[src/rtl/calc_pkg.sv]
// rtl/calc_pkg.sv - shared types for the calculator operation sequencer
package calc_pkg;

    typedef enum logic [1:0] {
        OP_ADD = 2'b00,
        OP_SUB = 2'b01,
        OP_MUL = 2'b10,
        OP_DIV = 2'b11
    } op_e;

    typedef enum logic [1:0] {
        IDLE = 2'b00,
        RUN  = 2'b01,
        DONE = 2'b10
    } seq_state_e;

endpackage

[src/rtl/calc_op_sequencer_if.sv]
// rtl/calc_op_sequencer_if.sv - request/response and shared-datapath bundle of the sequencer
interface calc_op_sequencer_if #(
    parameter int n = 6
);
    import calc_pkg::*;

    logic         start;
    op_e          op;
    logic [n-1:0] a;
    logic [n-1:0] b;
    logic [n-1:0] dp_a;
    logic [n-1:0] dp_b;
    logic         dp_sub;
    logic [n-1:0] dp_result;
    logic         busy;
    logic         done;
    logic [n-1:0] result;
    logic [n-1:0] remainder;
    logic         ovf;
    logic         err;

    modport master (
        output start, op, a, b, dp_result,
        input  dp_a, dp_b, dp_sub, busy, done, result, remainder, ovf, err
    );

    modport slave (
        input  start, op, a, b, dp_result,
        output dp_a, dp_b, dp_sub, busy, done, result, remainder, ovf, err
    );

endinterface

[src/rtl/calc_op_sequencer.sv]
// rtl/calc_op_sequencer.sv - sequences an external add/sub datapath through ADD, SUB, MUL and DIV
module calc_op_sequencer
    import calc_pkg::*;
#(
    parameter int n = 6
) (
    input  logic                 clk,
    input  logic                 rst_n,
    calc_op_sequencer_if.slave   bus
);

    localparam int            CW   = $clog2(n + 1);
    localparam logic [CW-1:0] LAST = CW'(n - 1);

    seq_state_e    state_q, state_d;
    op_e           op_q, op_d;
    logic [n-1:0]  a_q, a_d;
    logic [n-1:0]  b_q, b_d;
    logic [CW-1:0] cnt_q, cnt_d;
    logic [n-1:0]  res_q, res_d;
    logic [n-1:0]  rem_q, rem_d;
    logic          ovf_q, ovf_d;
    logic          err_q, err_d;

    logic [n-1:0]   dp_a_c, dp_b_c;
    logic           dp_sub_c;
    logic [2*n-1:0] mcand_wide;
    logic [n-1:0]   div_trial;
    logic           div_take;
    logic [CW-1:0]  exit_cnt;

    always_comb begin
        state_d  = state_q;
        op_d     = op_q;
        a_d      = a_q;
        b_d      = b_q;
        cnt_d    = cnt_q;
        res_d    = res_q;
        rem_d    = rem_q;
        ovf_d    = ovf_q;
        err_d    = err_q;
        dp_a_c   = '0;
        dp_b_c   = '0;
        dp_sub_c = 1'b0;

        // MUL keeps A intact and shifts a wide copy; the upper half holds bits lost by truncation.
        mcand_wide = {{n{1'b0}}, a_q} << cnt_q;
        // DIV shifts A left so its MSB is always the next dividend bit; r'[n] is rem_q[n-1].
        div_trial  = {rem_q[n-2:0], a_q[n-1]};
        div_take   = rem_q[n-1] | (div_trial >= b_q);
        exit_cnt   = (op_q == OP_MUL || op_q == OP_DIV) ? LAST : '0;

        case (state_q)
            IDLE, DONE: begin
                state_d = IDLE;
                if (bus.start) begin
                    op_d    = bus.op;
                    a_d     = bus.a;
                    b_d     = bus.b;
                    cnt_d   = '0;
                    res_d   = '0;
                    rem_d   = '0;
                    ovf_d   = 1'b0;
                    err_d   = 1'b0;
                    state_d = RUN;
                    if (bus.op == OP_DIV && bus.b == '0) begin
                        state_d = DONE;
                        res_d   = '1;
                        rem_d   = bus.a;
                        err_d   = 1'b1;
                    end
                end
            end
            RUN: begin
                cnt_d = cnt_q + 1'b1;
                case (op_q)
                    OP_ADD: begin
                        dp_a_c = a_q;
                        dp_b_c = b_q;
                        res_d  = bus.dp_result;
                        ovf_d  = bus.dp_result < a_q;
                    end
                    OP_SUB: begin
                        dp_a_c   = a_q;
                        dp_b_c   = b_q;
                        dp_sub_c = 1'b1;
                        res_d    = bus.dp_result;
                        ovf_d    = b_q > a_q;
                    end
                    OP_MUL: begin
                        dp_a_c = res_q;
                        dp_b_c = mcand_wide[n-1:0];
                        b_d    = b_q >> 1;
                        if (b_q[0]) begin
                            res_d = bus.dp_result;
                            if (bus.dp_result < res_q || |mcand_wide[2*n-1:n]) begin
                                ovf_d = 1'b1;
                            end
                        end
                    end
                    OP_DIV: begin
                        dp_a_c   = div_trial;
                        dp_b_c   = b_q;
                        dp_sub_c = 1'b1;
                        a_d      = a_q << 1;
                        rem_d    = div_take ? bus.dp_result : div_trial;
                        res_d    = {res_q[n-2:0], div_take};
                    end
                endcase
                if (cnt_q == exit_cnt) begin
                    state_d = DONE;
                end
            end
            default: state_d = IDLE;
        endcase
    end

    always_ff @(posedge clk) begin
        if (!rst_n) begin
            state_q <= IDLE;
            op_q    <= OP_ADD;
            a_q     <= '0;
            b_q     <= '0;
            cnt_q   <= '0;
            res_q   <= '0;
            rem_q   <= '0;
            ovf_q   <= 1'b0;
            err_q   <= 1'b0;
        end else begin
            state_q <= state_d;
            op_q    <= op_d;
            a_q     <= a_d;
            b_q     <= b_d;
            cnt_q   <= cnt_d;
            res_q   <= res_d;
            rem_q   <= rem_d;
            ovf_q   <= ovf_d;
            err_q   <= err_d;
        end
    end

    assign bus.dp_a      = dp_a_c;
    assign bus.dp_b      = dp_b_c;
    assign bus.dp_sub    = dp_sub_c;
    assign bus.busy      = (state_q == RUN);
    assign bus.done      = (state_q == DONE);
    assign bus.result    = res_q;
    assign bus.remainder = rem_q;
    assign bus.ovf       = ovf_q;
    assign bus.err       = err_q;

endmodule

[src/flat_wrapper.sv]
// flat-port wrapper written by rule: the top's interface ports become plain ports
module calc_op_sequencer_flat import calc_pkg::*;
#(
    parameter int n = 6
)
  (clk, rst_n, bus_start, bus_op, bus_a, bus_b, bus_dp_result, bus_dp_a, bus_dp_b, bus_dp_sub, bus_busy, bus_done, bus_result, bus_remainder, bus_ovf, bus_err);
  calc_op_sequencer_if #(.n(n)) bus_i ();
  input  logic clk;
  input  logic rst_n;
  input wire logic [$bits(bus_i.start)-1:0] bus_start;
  input wire logic [$bits(bus_i.op)-1:0] bus_op;
  input wire logic [$bits(bus_i.a)-1:0] bus_a;
  input wire logic [$bits(bus_i.b)-1:0] bus_b;
  input wire logic [$bits(bus_i.dp_result)-1:0] bus_dp_result;
  output wire logic [$bits(bus_i.dp_a)-1:0] bus_dp_a;
  output wire logic [$bits(bus_i.dp_b)-1:0] bus_dp_b;
  output wire logic [$bits(bus_i.dp_sub)-1:0] bus_dp_sub;
  output wire logic [$bits(bus_i.busy)-1:0] bus_busy;
  output wire logic [$bits(bus_i.done)-1:0] bus_done;
  output wire logic [$bits(bus_i.result)-1:0] bus_result;
  output wire logic [$bits(bus_i.remainder)-1:0] bus_remainder;
  output wire logic [$bits(bus_i.ovf)-1:0] bus_ovf;
  output wire logic [$bits(bus_i.err)-1:0] bus_err;
  assign bus_i.start = bus_start;
  assign bus_i.op = bus_op;
  assign bus_i.a = bus_a;
  assign bus_i.b = bus_b;
  assign bus_i.dp_result = bus_dp_result;
  assign bus_dp_a = bus_i.dp_a;
  assign bus_dp_b = bus_i.dp_b;
  assign bus_dp_sub = bus_i.dp_sub;
  assign bus_busy = bus_i.busy;
  assign bus_done = bus_i.done;
  assign bus_result = bus_i.result;
  assign bus_remainder = bus_i.remainder;
  assign bus_ovf = bus_i.ovf;
  assign bus_err = bus_i.err;
  calc_op_sequencer #(.n(n)) u_core (.clk(clk), .rst_n(rst_n), .bus(bus_i));
endmodule
[config.mk]
export PLATFORM = sky130hd
export DESIGN_NAME = calc_op_sequencer_flat
export DESIGN_NICKNAME = d
export VERILOG_FILES = /design/src/rtl/calc_pkg.sv /design/src/rtl/calc_op_sequencer_if.sv /design/src/rtl/calc_op_sequencer.sv /design/src/flat_wrapper.sv
export SDC_FILE = /design/constraint.sdc
export NUM_CORES = 1
export LEC_CHECK = 0
export CAP_MARGIN = 0
export CORE_MARGIN = 4
export CORE_UTILIZATION = 40
export CTS_CLUSTER_SIZE = 20
export DETAILED_ROUTE_END_ITERATION = 8
export GPL_TIMING_DRIVEN = 0
export PLACE_DENSITY_LB_ADDON = 0.08
export SYNTH_ARGS = -nofsm -noshare
export SYNTH_HDL_FRONTEND = slang
export SYNTH_SLANG_ARGS = --single-unit
[constraint.sdc]
create_clock -name clk -period 2.9 [get_ports clk]
set_clock_uncertainty 0.1 [all_clocks]
set_input_delay 0.435 -clock clk [delete_from_list [all_inputs] [get_ports clk]]
set_output_delay 0.435 -clock clk [all_outputs]
set_load 0.05 [all_outputs]
Word level (Yosys, flattened, before mapping)
Index checks and enable logic that the tools add are counted. Widths: inputs -> output; s select.

Flip-flop bits (word level): 33. Bits of input ports: 23. Output and inout port bits: 29.

Add/sub/neg operators: 1. Order comparisons: 4. Equal/unequal tests: 14. Shift-type cells: 1. Mux-type cells: 35. Bitwise gates (word level): 1. Reduce and logical (&&, ||, !) cells: 18.

Operators with widths (number): $mux 6 (13); $pmux 6 s2 (5); $pmux 6 s3 (2); $lt 6x6->1 (2); $shl 6x3->12 (1); $reduce_and 3->1 (3); $eq 2x2->1 const B (4); $ge 6x6->1 (1); $gt 6x6->1 (1); $logic_not 6->1 (1); $mux 1 (6); $mux 2 (3); $mux 3 (2); $ne 2x1->1 const B (3); $pmux 3 s2 (1); $reduce_or 2->1 (3); $reduce_or 6->1 (1); $reduce_and 5->1 (1); $eq 2x1->1 const B (2); $logic_not 2->1 (2); $ne 4x1->1 const B (1); $pmux 2 s2 (1); $reduce_and 2->1 (2); $add 3x1->3 const B (1); 11 further kinds (12).

Depth between registers and ports, before layout
Depth after elaboration: 7. Mapped depth: 8. Depth with buffers taken out: 8.

Worst setup path after synthesis
OpenSTA, ideal clock, no wires.

Path type: register to output. Start point: reg u_core.cnt_q[0]. End point: out bus_dp_b[5]. Arrival: 2259 ps. Slack: 106 ps. Stages on the path, launching flop included: 6. Path buffers: 1. Cell sequence: dfxtp_1 > clkbuf_1 > inv_1 > o211a_1 > a211o_1 > a311oi_1.

Word-level cells in the longest chain between the ends: 3.

RTL lines: start: declaration (line calc_op_sequencer.sv:19) `logic [CW-1:0] cnt_q, cnt_d;`; start signal: assignment (line calc_op_sequencer.sv:134) `cnt_q <= cnt_d;`; $shl 6x3->12 (line calc_op_sequencer.sv:47) `mcand_wide = {{n{1'b0}}, a_q} << cnt_q;`; $pmux 6 s2 (line calc_op_sequencer.sv:76) `case (op_q)`; $mux 6 (line calc_op_sequencer.sv:53) `case (state_q)`; end: declaration (line flat_wrapper.sv:16) `output wire logic [$bits(bus_i.dp_b)-1:0] bus_dp_b;`.

Every way passes these cells.

Worst setup path in the final report
Start point: reg u_core.a_q[5]. End point: out bus_dp_b[5].

Word-level cells in the longest chain between the ends: 3.

RTL lines: start: declaration (line calc_op_sequencer.sv:17) `logic [n-1:0] a_q, a_d;`; start signal: assignment (line calc_op_sequencer.sv:122) `a_q <= '0;`; start signal: assignment (line calc_op_sequencer.sv:132) `a_q <= a_d;`; $shl 6x3->12 (line calc_op_sequencer.sv:47); $pmux 6 s2 (line calc_op_sequencer.sv:76); $mux 6 (line calc_op_sequencer.sv:53).

Every way passes these cells.

==> results.sh <==
export IMPL_status="finished, final reports clean"
export IMPL_r2r_setup_slack_ps=200
export IMPL_drive_gt1_share_pct=10.5
export IMPL_grt_overflow_total=0
export IMPL_crit_fanout=7
export IMPL_syn_area_per_cell_um2=7.80
export IMPL_grt_pass1_wl_mm=13.5
export IMPL_reg2reg_to="u_core.bus.remainder[1]"
export IMPL_cts_tree="done"
export IMPL_core_mm2=0.00642
export IMPL_required_ps=2370
export IMPL_crit_type="register to output pin"
export IMPL_timing_final_ws_setup_ps=77.8
export IMPL_cp_top_family="compound AO/OA/AOI/OAI gates"
export IMPL_endpoint="bus_dp_b[5]"
export IMPL_io_buffers=51
export IMPL_syn_cell_area_mm2=0.00267
export IMPL_slowest_delay_ps=500
export IMPL_yosysSeqAreaShare_pct=24.8
export IMPL_start_util_pct=41.5
export IMPL_ys_top_cells_by_area="dfxtp_1 25%, ha_1 13%, nand2_1 6.6%"
export IMPL_cp_depth=5
export IMPL_path_clk_slew_ps=80
export IMPL_ir_drop_mv=0.193
export IMPL_grt_use_total_pct=22.3
export IMPL_synth_top_cells_by_count="47 x nand2_1, 33 x dfxtp_1, 30 x a21oi_1"
export IMPL_drv_slew=0
export IMPL_syn_nets=393
export IMPL_setup_viol=0
export IMPL_pre_cts_slack_ps=-253
export IMPL_dr_total_vias=2705
export IMPL_drtIter0Drc=148
export IMPL_crit_path_top_delay_cell="dfxtp_1"
export IMPL_area_delta_synth_final_pct=26.7
export IMPL_ctsLongestPathBuffers=2
export IMPL_place_hpwl_mm=6.47
export IMPL_power_leakage_nw=1.32
export IMPL_gp_congestion=0.847
export IMPL_placed_area_mm2=0.00327
export IMPL_die_area_mm2=0.00804
export IMPL_grt_pass1_vias=2569
export IMPL_clkLatencyLatePin_ps=290
export IMPL_path_cells="inv_1 > o211a_1 > a211o_1 > a311oi_1 > clkdlybuf4s15_2"
export IMPL_numCtsBuffers=5
export IMPL_worstSetupStartpoint="u_core.a_q[5]"
export IMPL_ctsHoldBuffers=0
export IMPL_rows=29
export IMPL_fin_crit_sh_pct=97.3
export IMPL_grt_max_degree=11
export IMPL_syn_inst=342
export IMPL_clkSinkCount=33
export IMPL_period_needed_ps=2820
export IMPL_worst_path_buf_inv=2
export IMPL_wl_mm=8.49
export IMPL_nets=450
export IMPL_cp_data_arrival_time_ps=2290
export IMPL_cts_root_buffer="clkbuf_8"
export IMPL_powerDensity_mw_per_mm2=417
export IMPL_async_flop_share_pct=0
export IMPL_dr_pass1_iters=6
export IMPL_synth_top_flop_cell="dfxtp_1"
export IMPL_netlist_area_leader_share_pct=24.8
export IMPL_synth_cell_types=51
export IMPL_ys_seq_elements=33
export IMPL_total_power_w=0.00141
export IMPL_cts_max_level=2
export IMPL_stdcell_area_mm2=0.00338
export IMPL_r2r_start="u_core.b_q[4]"
export IMPL_drtAntennaViolNets=0
export IMPL_end_kind="output pin"
export IMPL_die_w_um=89.7
export IMPL_final_util_pct=52.6
export IMPL_io_pins=52
export IMPL_reg2reg_depth=8
export IMPL_cap_violations=0
export IMPL_wl_per_cell_um=17.8
export IMPL_post_synth_top_count_cell="nand2_1"
export IMPL_tightest_slew_ps=578
export IMPL_synth_edf_count=0
export IMPL_slew_headroom_pct=61.5
export IMPL_finalHoldViolCount=0
export IMPL_antenna_found_initial=0
export IMPL_hp_class="register to register"
export IMPL_synth_area_leader_cell="dfxtp_1"
export IMPL_startpoint_type="register"
export IMPL_yosys_warnings=0
export IMPL_vias_per_cell=5.67
export IMPL_rsz0062_at_grt="no"
export IMPL_diodes=0
export IMPL_drc=0
export IMPL_tns_ps=0
export IMPL_fmax_mhz=354
export IMPL_die_h_um=89.7
per-layer routing:
metal  wire length (µm)  global-route usage, %  share of wire, %
met5                  0                      0                 0
met4                103                   6.63               1.2
met3                607                   4.56               7.1
met2               3990                   35.1                47
met1               3790                   30.6                45
metrics by stage:
step                instances  hold WS (ps)
detailed placement        470           351
global placement          470           343
finish                    477           356
CTS                       477           360
global route              477           371
floorplan                 342           378
worst reg2reg max path, stage by stage (launching register included):
cell      delay (ps)
dfxtp_1          480
inv_1            100
ha_1             330
a21o_1           190
a211o_1          310
a41oi_4          350
mux2_2           400
a221oi_1         260
nor2_1            90
where the power goes:
part | total, W | internal (W) | switching (W)
clock network | 0.000386 | 0.000215 | 0.000172
logic | 0.000496 | 0.000200 | 0.000296
registers | 0.000528 | 0.000483 | 0.0000450
total | 0.00141 | 0.000898 | 0.000512
final cells by class:
class	count	area [µm²]
fillers	645	3040
multi-input cells	262	1820
flip-flops and latches	33	661
repair buffers	52	510
plain buffers	22	105
clock buffers	7	96.3
well taps	77	96.3
inverters	23	86.3
clock inverters	1	5.00
sequential cells by signal (all words and copies together) (netlist names):
name and cells:
u_core.bus.ovf 1, u_core.b_q 6, u_core.a_q 6, u_core.bus.err 1, u_core.bus.remainder 6, u_core.state_q 2
u_core.bus.result 6, u_core.cnt_q 3, u_core.op_q 2
cell usage in the layout, fill, tap and decap left out, types with 6 or more instances in the layout:
| cell type | Yosys | layout |
|---|---|---|
| a22oi_1 | 10 | 10 |
| nand2_1 | 47 | 47 |
| buf_2 | 8 | 9 |
| a221oi_1 | 6 | 6 |
| clkbuf_8 | 0 | 7 |
| nor2b_1 | 16 | 16 |
| clkbuf_1 | 13 | 11 |
| mux2i_1 | 12 | 12 |
| clkdlybuf4s15_2 | 0 | 7 |
| a211oi_1 | 7 | 7 |
| o211a_1 | 6 | 6 |
| nor2_1 | 27 | 26 |
| dfxtp_1 | 33 | 33 |
| inv_1 | 22 | 22 |
| a21oi_1 | 30 | 30 |
| clkdlybuf4s50_1 | 0 | 38 |
| ha_1 | 28 | 28 |
| o21ai_0 | 13 | 13 |
how the worst min path moves through the flow:
| stage | end | from | cells after the start |
|---|---|---|---|
| after global routing | u_core.bus.err | u_core.bus.err | 2 |
| after floorplan | u_core.op_q[0] | u_core.op_q[0] | 2 |
| after detailed placement | u_core.bus.err | u_core.bus.err | 2 |
| after CTS | u_core.bus.err | u_core.bus.err | 2 |
| after global placement | u_core.bus.err | u_core.bus.err | 2 |
| final | u_core.bus.err | u_core.bus.err | 2 |
logic make-up (layout without fill, tap and decap cells):
| kind of cell | count (synthesis) | count (layout) | synth area share (%) |
|---|---|---|---|
| AO/OA/AOI/OAI | 105 | 105 | 28.0 |
| XOR/XNOR | 1 | 1 | 0.328 |
| adder cells (fa/ha/maj) | 28 | 28 | 13.1 |
| buffers and inverters | 47 | 105 | 7.41 |
| flip-flops | 33 | 33 | 24.8 |
| multiplexers | 18 | 18 | 7.04 |
| AND/OR/NAND/NOR | 110 | 110 | 19.4 |
timing repair:
item                       4_1_cts  5_1_grt
pin swaps                        0        1
cloned                           0        0
buffers inserted                 0        1
gates resized for setup         31        9
setup endpoints to repair       13       13
(Power assumes the default switching activity.)
